--- config.mk ---
export PLATFORM = sky130hd
export DESIGN_NAME = gmii_tx_framer
export DESIGN_NICKNAME = d
export VERILOG_FILES = /design/src/rtl/gmii_pkg.sv /design/src/rtl/crc32_d8.sv /design/src/rtl/gmii_tx_framer.sv
export SDC_FILE = /design/constraint.sdc
export NUM_CORES = 1
export LEC_CHECK = 0
export ABC_CLOCK_PERIOD_IN_PS = 3070
export CORE_MARGIN = 2
export CORE_UTILIZATION = 62
export CTS_CLUSTER_SIZE = 28
export DETAILED_ROUTE_END_ITERATION = 10
export GPL_TIMING_DRIVEN = 0
export MAX_ROUTING_LAYER = met4
export PLACE_DENSITY = 0.85
export SLEW_MARGIN = 5
export SYNTH_ARGS = -nofsm -noshare
export SYNTH_HDL_FRONTEND = slang
export SYNTH_SLANG_ARGS = --single-unit
--- constraint.sdc ---
create_clock -name clk_125M -period 3.07 [get_ports clk_125M]
set_input_delay 0.4605 -clock clk_125M [delete_from_list [all_inputs] [get_ports clk_125M]]
set_output_delay 0.4605 -clock clk_125M [all_outputs]
set_load 0.1 [all_outputs]
--- src/rtl/gmii_pkg.sv ---
// Shared types and constants for the GMII transmit framer.
// Holds the FSM state encoding, framing bytes and CRC-32 parameters.
package gmii_pkg;

  typedef enum logic [2:0] {
    IDLE,
    PREAMBLE,
    SFD,
    DATA,
    PAD,
    FCS,
    DRAIN,
    IFG
  } state_t;

  localparam logic [7:0]  PREAMBLE_BYTE = 8'h55;
  localparam logic [7:0]  SFD_BYTE      = 8'hD5;
  localparam int          PREAMBLE_LEN  = 7;
  localparam logic [5:0]  MIN_PAYLOAD   = 6'd60;
  localparam logic [31:0] CRC_INIT      = 32'hFFFF_FFFF;
  localparam logic [31:0] CRC_POLY      = 32'h04C1_1DB7;
  localparam logic [31:0] CRC_XOR       = 32'hFFFF_FFFF;

  function automatic logic [31:0] refl32(
    input logic [31:0] v
  );
    logic [31:0] r;
    for (int i = 0; i < 32; i++) begin
      r[i] = v[31-i];
    end
    return r;
  endfunction

endpackage

--- src/rtl/crc32_d8.sv ---
// Combinational reflected CRC-32 step over one byte.
// Ports: crc_i current register, data_i byte, crc_o next register.
module crc32_d8
  import gmii_pkg::*;
(
  input  logic [31:0] crc_i,
  input  logic [7:0]  data_i,
  output logic [31:0] crc_o
);

  localparam logic [31:0] POLY_R = refl32(CRC_POLY);

  logic [31:0] c;

  always_comb begin
    c = crc_i ^ {24'h0, data_i};
    for (int i = 0; i < 8; i++) begin
      if (c[0]) c = (c >> 1) ^ POLY_R;
      else      c = c >> 1;
    end
    crc_o = c;
  end

endmodule

--- src/rtl/gmii_tx_framer.sv ---
// GMII transmit framer: preamble, SFD, payload, pad, FCS and IFG.
// Ports: clk_125M/rst_n, s_* byte stream in, gm_tx_* GMII out, busy, frame_cnt.
module gmii_tx_framer
  import gmii_pkg::*;
#(
  parameter int IFG_CYCLES = 12,
  parameter bit PAD_EN     = 1'b1
) (
  input  logic        clk_125M,
  input  logic        rst_n,
  input  logic [7:0]  s_data,
  input  logic        s_valid,
  input  logic        s_last,
  output logic        s_ready,
  output logic [7:0]  gm_tx_d,
  output logic        gm_tx_en,
  output logic        gm_tx_err,
  output logic        busy,
  output logic [15:0] frame_cnt
);

  // First preamble byte leaves on the IDLE exit edge,
  // so PREAMBLE itself issues the remaining six.
  localparam logic [5:0] PRE_LAST = 6'(PREAMBLE_LEN - 2);
  localparam logic [5:0] IFG_LAST = 6'(IFG_CYCLES - 1);

  state_t      st_q, st_d;
  logic [5:0]  cnt_q, cnt_d;
  logic [5:0]  byte_cnt_q, byte_cnt_d;
  logic [31:0] crc_q, crc_d;
  logic [7:0]  tx_d_q, tx_d_d;
  logic        tx_en_q, tx_en_d;
  logic        tx_err_q, tx_err_d;
  logic [15:0] frame_cnt_q, frame_cnt_d;

  logic [7:0]  crc_in;
  logic [31:0] crc_next;
  logic [31:0] fcs_word;
  logic [5:0]  byte_inc;
  logic [7:0]  fcs_byte;

  // Pad bytes feed zeros into the CRC.
  assign crc_in = (st_q == DATA) ? s_data : 8'h00;

  crc32_d8 u_crc (
    .crc_i  (crc_q),
    .data_i (crc_in),
    .crc_o  (crc_next)
  );

  assign fcs_word = crc_q ^ CRC_XOR;
  assign byte_inc = (byte_cnt_q == MIN_PAYLOAD) ?
                    byte_cnt_q : byte_cnt_q + 6'd1;

  always_comb begin
    fcs_byte = fcs_word[7:0];
    unique case (cnt_q[1:0])
      2'd0: fcs_byte = fcs_word[7:0];
      2'd1: fcs_byte = fcs_word[15:8];
      2'd2: fcs_byte = fcs_word[23:16];
      2'd3: fcs_byte = fcs_word[31:24];
    endcase
  end

  always_comb begin
    st_d        = st_q;
    cnt_d       = cnt_q;
    byte_cnt_d  = byte_cnt_q;
    crc_d       = crc_q;
    tx_d_d      = 8'h00;
    tx_en_d     = 1'b0;
    tx_err_d    = 1'b0;
    frame_cnt_d = frame_cnt_q;
    unique case (st_q)
      IDLE: begin
        crc_d      = CRC_INIT;
        byte_cnt_d = 6'd0;
        cnt_d      = 6'd0;
        if (s_valid) begin
          st_d    = PREAMBLE;
          tx_d_d  = PREAMBLE_BYTE;
          tx_en_d = 1'b1;
        end
      end
      PREAMBLE: begin
        tx_d_d  = PREAMBLE_BYTE;
        tx_en_d = 1'b1;
        if (cnt_q == PRE_LAST) begin
          st_d  = SFD;
          cnt_d = 6'd0;
        end else begin
          cnt_d = cnt_q + 6'd1;
        end
      end
      SFD: begin
        tx_d_d  = SFD_BYTE;
        tx_en_d = 1'b1;
        st_d    = DATA;
      end
      DATA: begin
        tx_en_d = 1'b1;
        if (s_valid) begin
          tx_d_d     = s_data;
          crc_d      = crc_next;
          byte_cnt_d = byte_inc;
          if (s_last) begin
            if (PAD_EN && (byte_inc < MIN_PAYLOAD)) st_d = PAD;
            else                                    st_d = FCS;
          end
        end else begin
          // Source starved mid-frame: poison it.
          tx_err_d = 1'b1;
          st_d     = DRAIN;
        end
      end
      PAD: begin
        tx_en_d    = 1'b1;
        crc_d      = crc_next;
        byte_cnt_d = byte_inc;
        if (byte_inc == MIN_PAYLOAD) st_d = FCS;
      end
      FCS: begin
        tx_d_d  = fcs_byte;
        tx_en_d = 1'b1;
        if (cnt_q[1:0] == 2'd3) begin
          st_d        = IFG;
          cnt_d       = 6'd0;
          frame_cnt_d = frame_cnt_q + 16'd1;
        end else begin
          cnt_d = cnt_q + 6'd1;
        end
      end
      DRAIN: begin
        if (s_valid && s_last) begin
          st_d  = IFG;
          cnt_d = 6'd0;
        end
      end
      IFG: begin
        if (cnt_q == IFG_LAST) begin
          st_d  = IDLE;
          cnt_d = 6'd0;
        end else begin
          cnt_d = cnt_q + 6'd1;
        end
      end
      default: st_d = IDLE;
    endcase
  end

  always_ff @(posedge clk_125M or negedge rst_n) begin
    if (!rst_n) begin
      st_q        <= IDLE;
      cnt_q       <= 6'd0;
      byte_cnt_q  <= 6'd0;
      crc_q       <= CRC_INIT;
      tx_d_q      <= 8'h00;
      tx_en_q     <= 1'b0;
      tx_err_q    <= 1'b0;
      frame_cnt_q <= 16'd0;
    end else begin
      st_q        <= st_d;
      cnt_q       <= cnt_d;
      byte_cnt_q  <= byte_cnt_d;
      crc_q       <= crc_d;
      tx_d_q      <= tx_d_d;
      tx_en_q     <= tx_en_d;
      tx_err_q    <= tx_err_d;
      frame_cnt_q <= frame_cnt_d;
    end
  end

  assign s_ready   = (st_q == DATA) || (st_q == DRAIN);
  assign busy      = (st_q != IDLE);
  assign gm_tx_d   = tx_d_q;
  assign gm_tx_en  = tx_en_q;
  assign gm_tx_err = tx_err_q;
  assign frame_cnt = frame_cnt_q;

endmodule

== Yosys cells after proc, flatten, opt, wreduce, memory -nomap -nowiden ==
Cells that the tools add are included.

* $add $sub $neg: 3
* $lt $le $gt $ge: 1
* Equal/unequal tests: 22
* Reduce and logical (&&, ||, !) cells: 12
* Bitwise gates (word level): 10
* Muxes and demuxes: 37

{| class="wikitable"
|+ Operators with widths
! cell !! count
|-
| $mux W32 || 9
|-
| $not A13 Y14 || 8
|-
| $pmux W32 S3 || 1
|-
| $pmux W8 S5 || 1
|-
| $mux W6 || 6
|-
| $not A32 Y32 || 1
|-
| $pmux W8 S4 || 1
|-
| $xor A32 B8 Y32 || 1
|-
| $pmux W6 S5 || 1
|-
| $mux W3 || 8
|-
| $pmux W3 S8 || 1
|-
| $pmux W6 S3 || 1
|-
| $add A16 B1 Y16 const B || 1
|-
| $mux W8 || 2
|-
| $ne A2 B2 Y1 const B || 7
|-
| $add A6 B1 Y6 const B || 2
|-
| $eq A3 B3 Y1 const B || 4
|-
| $eq A6 B6 Y1 const B || 2
|-
| $mux W7 || 1
|-
| $reduce_and A7 Y1 || 1
|-
| $eq A3 B2 Y1 const B || 2
|-
| $eq A6 B3 Y1 const B || 1
|-
| $eq A6 B4 Y1 const B || 1
|-
| $lt A6 B6 Y1 const B || 1
|-
| other kinds (14) || 21
|}

* Register bits after elaboration: 73
* Input port bits: 12

== Depth between registers and ports, before layout ==
* Depth after elaboration: 21
* Depth in mapped cells: 8
* Gate-level depth less buffers: 8

== Modules after synthesis ==
From an unflattened synthesis, not the netlist that was laid out.

* Cells, all modules: 442
* Area total of the unflattened synthesis: 4,514.3 sq um

{| class="wikitable"
|+ By module, submodules not included
! module !! area each (sq um) !! instances !! cells each
|-
| gmii_tx_framer || 3,743.6 || 1 || 371
|-
| crc32_d8 || 770.7 || 1 || 71
|}

== Worst setup path after synthesis ==
Ideal clock, no wire load.

* Path type: flip-flop to output port
* From: reg st_q[2]
* To: out s_ready
* Cell stages (with the launch flop): 6
* Buffers on the path: 3
* Required time: 2.609 ns
* Data arrival time: 1.936 ns
* Slack: 0.674 ns
* Path through: dfrtp_1 -> buf_2 -> clkbuf_1 -> clkbuf_1 -> xor2_1 -> and2_1

* Word-level cells in the longest chain between the ends: 2
* Elaborated cells between the ends (all ways): 3
* Classes of those cells: 2 x eq/ne; 1 x reduce/logical

{| class="wikitable"
|+ Ends and longest elaborated chain
! what !! RTL line !! text
|-
| start, declared || gmii_tx_framer.sv:27 || <nowiki>state_t st_q, st_d;</nowiki>
|-
| start signal, assigned || gmii_tx_framer.sv:162 || <nowiki>st_q <= st_d;</nowiki>
|-
| $eq A3 B2 Y1 or $eq A3 B3 Y1 (tied branches) || gmii_tx_framer.sv:173 || <nowiki>assign s_ready = (st_q == DATA) || (st_q == DRAIN);</nowiki>
|-
| $logic_or A1 B1 Y1 (*) || gmii_tx_framer.sv:173 ||
|-
| end, declared || gmii_tx_framer.sv:14 || <nowiki>output logic s_ready,</nowiki>
|}

Mark *: on every way between the ends. The rest lies on a longest branch, timed or not.

== Worst setup path after layout ==
Same ends and word-level chain as after synthesis.

==> flow_summary.ini <==
[run_status]
outcome = finished, final reports clean

[sta]
layout_min_cycle_time_ns = 2.945
finalSetupViolCount = 0
hold_violations = 0
worst_slew_pin_slew_ns = 0.9750
rsz0062_at_grt = false
max_freq_mhz = 339.6
finalWorstSetupSlack_ns = 0.1253
worst_clock_skew_ns = 0.01074
slew_violations = 0
maxSlewHeadroom_pct = 34.80
period_share_pct = 95.92

[logic_synthesis]
syn_avg_cell_area_um2 = 9.776
netlist.area_leader.share_pct = 23.38
synth_area_leaders = dfrtp_1, dfstp_2, xnor2_1
seq_area_frac_synth_pct = 42.53
yosysTopAreaCell = dfrtp_1
postSynth.asyncResetShare_pct = 100.0
synth_seq_cells = 73
synth_cell_types = 54
synth_edf_count = 0
syn_area_um2 = 4389
synth_cells = 449
yosys_warnings = 0
yosysMostFrequentCell = xnor2_1
synth_common_cells = xnor2_1, a21oi_1, dfrtp_1, nor2_1, nand2_1
synth_nets = 469
ys.flop_type = dfrtp_1

[cts]
cts_root_buf = clkbuf_8
cts.sinks = 73
cts_max_path_buffers = 2
htreeDepth = 3
cts_buffers = 9
insertion_delay_ns = 0.36
path_clk_slew_ns = 0.08
cts_tree = done
holdBufCountCts = 0

[worst_setup_path]
crit_path_start_kind = flip-flop
rr_worst_depth = 7
critPathSlowestCell = clkdlybuf4s18_2
reg2reg_from = st_q[1]
worst_ep_arrival_time_ns = 2.48
path_cells = buf_2 -> clkbuf_1 -> clkbuf_1 -> xor2_1 -> and2_1 -> clkdlybuf4s18_2
end_kind = output port
regToRegSetupSlack_ns = 0.26
startpoint = st_q[2]
cpMostUsedCell = clkbuf_1
crit_type = reg2out
max_stage_delay_ns = 0.53
cp-endpoint = s_ready
crit_fanout = 10
reg2reg_to = crc_q[10]
critPathRequiredTime_ns = 2.61

[finish]
final_area_um2 = 5147
fillerInstances = 488
final_nets = 520
n_antenna_cell = 0
drive_gt1_share_pct = 14.85
area_delta_synth_final_pct = 17.27

[global_route]
overflow = 0
grt_antenna_before_repair = 0
grt_pass1_vias = 3496
grtUsageTotal_pct = 29.89
grt_max_degree = 48
grt_pass1_wl_um = 17150

[die]
dieWidth_um = 88.14
rows = 30
ios = 40
core_area_um2 = 6832
dieArea_um2 = 7769
die_h_um = 88.14
start_util_pct = 64.25

[drt]
drt-pass1-iter-count = 5
ant_nets = 0
wirelength_um = 10520
drcViolationCount = 0
via_count = 3591
wl_met3_um = 612
wl_per_cell_um = 17.50
met1_length_um = 4582
viasPerCell = 5.975
highest_layer = met4
first_iter_violations = 267
dr_wl_met2_um = 5144

[flow_run]
maxCapViolations = 0

[min_path]
min_path_type = in2async

[place]
port_buffers = 39
finalWeightedCongestion = 0.9908
placed_area_um2 = 4925
dp_slack_ns = -0.06644
dp_hpwl_um = 7614
## final cells by class
class | count | area (um2) | share of cell area, %
Sequential cell | 73 | 1867 | 36.27
Clock buffer | 9 | 123.9 | 2.406
Buffer | 21 | 83.83 | 1.629
Multi-Input combinational cell | 338 | 2376 | 46.16
Timing Repair Buffer | 40 | 417.9 | 8.119
Clock inverter | 7 | 95.09 | 1.847
Tap cell | 96 | 120.1 | 2.333
Inverter | 17 | 63.81 | 1.240
## cells in the final DEF (no fill, tap or decap), types with 9 or more instances in the layout
| master | synthesis | routed |
|---|---|---|
| nand2_1 | 33 | 33 |
| inv_1 | 16 | 16 |
| clkdlybuf4s50_1 | 0 | 36 |
| o22ai_1 | 15 | 15 |
| dfstp_2 | 32 | 32 |
| a21oi_1 | 49 | 49 |
| xnor2_1 | 54 | 54 |
| nor2_1 | 39 | 39 |
| clkbuf_8 | 0 | 9 |
| nand3_1 | 15 | 15 |
| xor2_1 | 22 | 22 |
| o21ai_0 | 12 | 12 |
| dfrtp_1 | 41 | 41 |
| clkbuf_1 | 17 | 16 |
## critical path, delay by kind of cell, from the launching register on
family        cells  cell delay (ns)
flops             1             0.33
buf+inv           4             1.49
simple gates      1             0.13
xor+xnor          1             0.17
## kinds of logic after synthesis
group                      after synthesis  share of synthesized area (%)
DFF                                     73                          42.53
buffers and inverters                   38                          3.335
xor gates and xnor gates                93                          22.12
muxes                                    3                         0.7411
AOI/OAI and AO/OA                      117                          16.22
and+or+nand+nor                        117                          12.77
adders and majority gates                8                          2.281
## through the flow
stage | hold slack [ns] | instances | TNS, ns | util (%)
final | 0.005239 | 601 | 0 | 75.35
after global routing | 0.03138 | 601 | 0 | 75.35
after global placement | 0.4554 | 584 | -37.62 | 71.72
after CTS | 0.01261 | 601 | 0 | 75.31
after detailed placement | 0.3961 | 585 | -0.06644 | 72.09
after floorplan | 0.1649 | 449 | 0 | -
## flip-flops by register name, indices dropped and copies added (netlist names)
name	cells
frame_cnt	16
st_q	3
gm_tx_err	1
crc_q	32
byte_cnt_q	6
cnt_q	6
gm_tx_en	1
gm_tx_d	8
## worst min path at each step
stage | start | end | slack [ns] | cells after the start
finish | rst_n | cnt_q[4] | 0.005 | 1
global route | rst_n | cnt_q[3] | 0.03 | 1
CTS | rst_n | cnt_q[3] | 0.01 | 1
detailed placement | rst_n | cnt_q[3] | 0.40 | 1
global placement | frame_cnt[15] | frame_cnt[15] | 0.46 | 1
floorplan | rst_n | byte_cnt_q[0] | 0.16 | 0
## what timing repair did
action / in CTS / in global routing
setup buffers: 0 / 0
pin swaps: 0 / 0
gates resized for setup: 3 / 4
cloned: 0 / 0
endpoints found under the setup margin: 1 / 2
## routing by layer
| layer | vias up | global-route usage (%) |
|---|---|---|
| met5 | - | - |
| met3 | 18 | 5.090 |
| met2 | 137 | 48.14 |
| li1 | 1653 | - |
| met1 | 1783 | 39.38 |
| met4 | 0 | 8.127 |
Power is not shown: default switching activity piles up to over one toggle a cycle in this logic, so the estimate is an artifact.
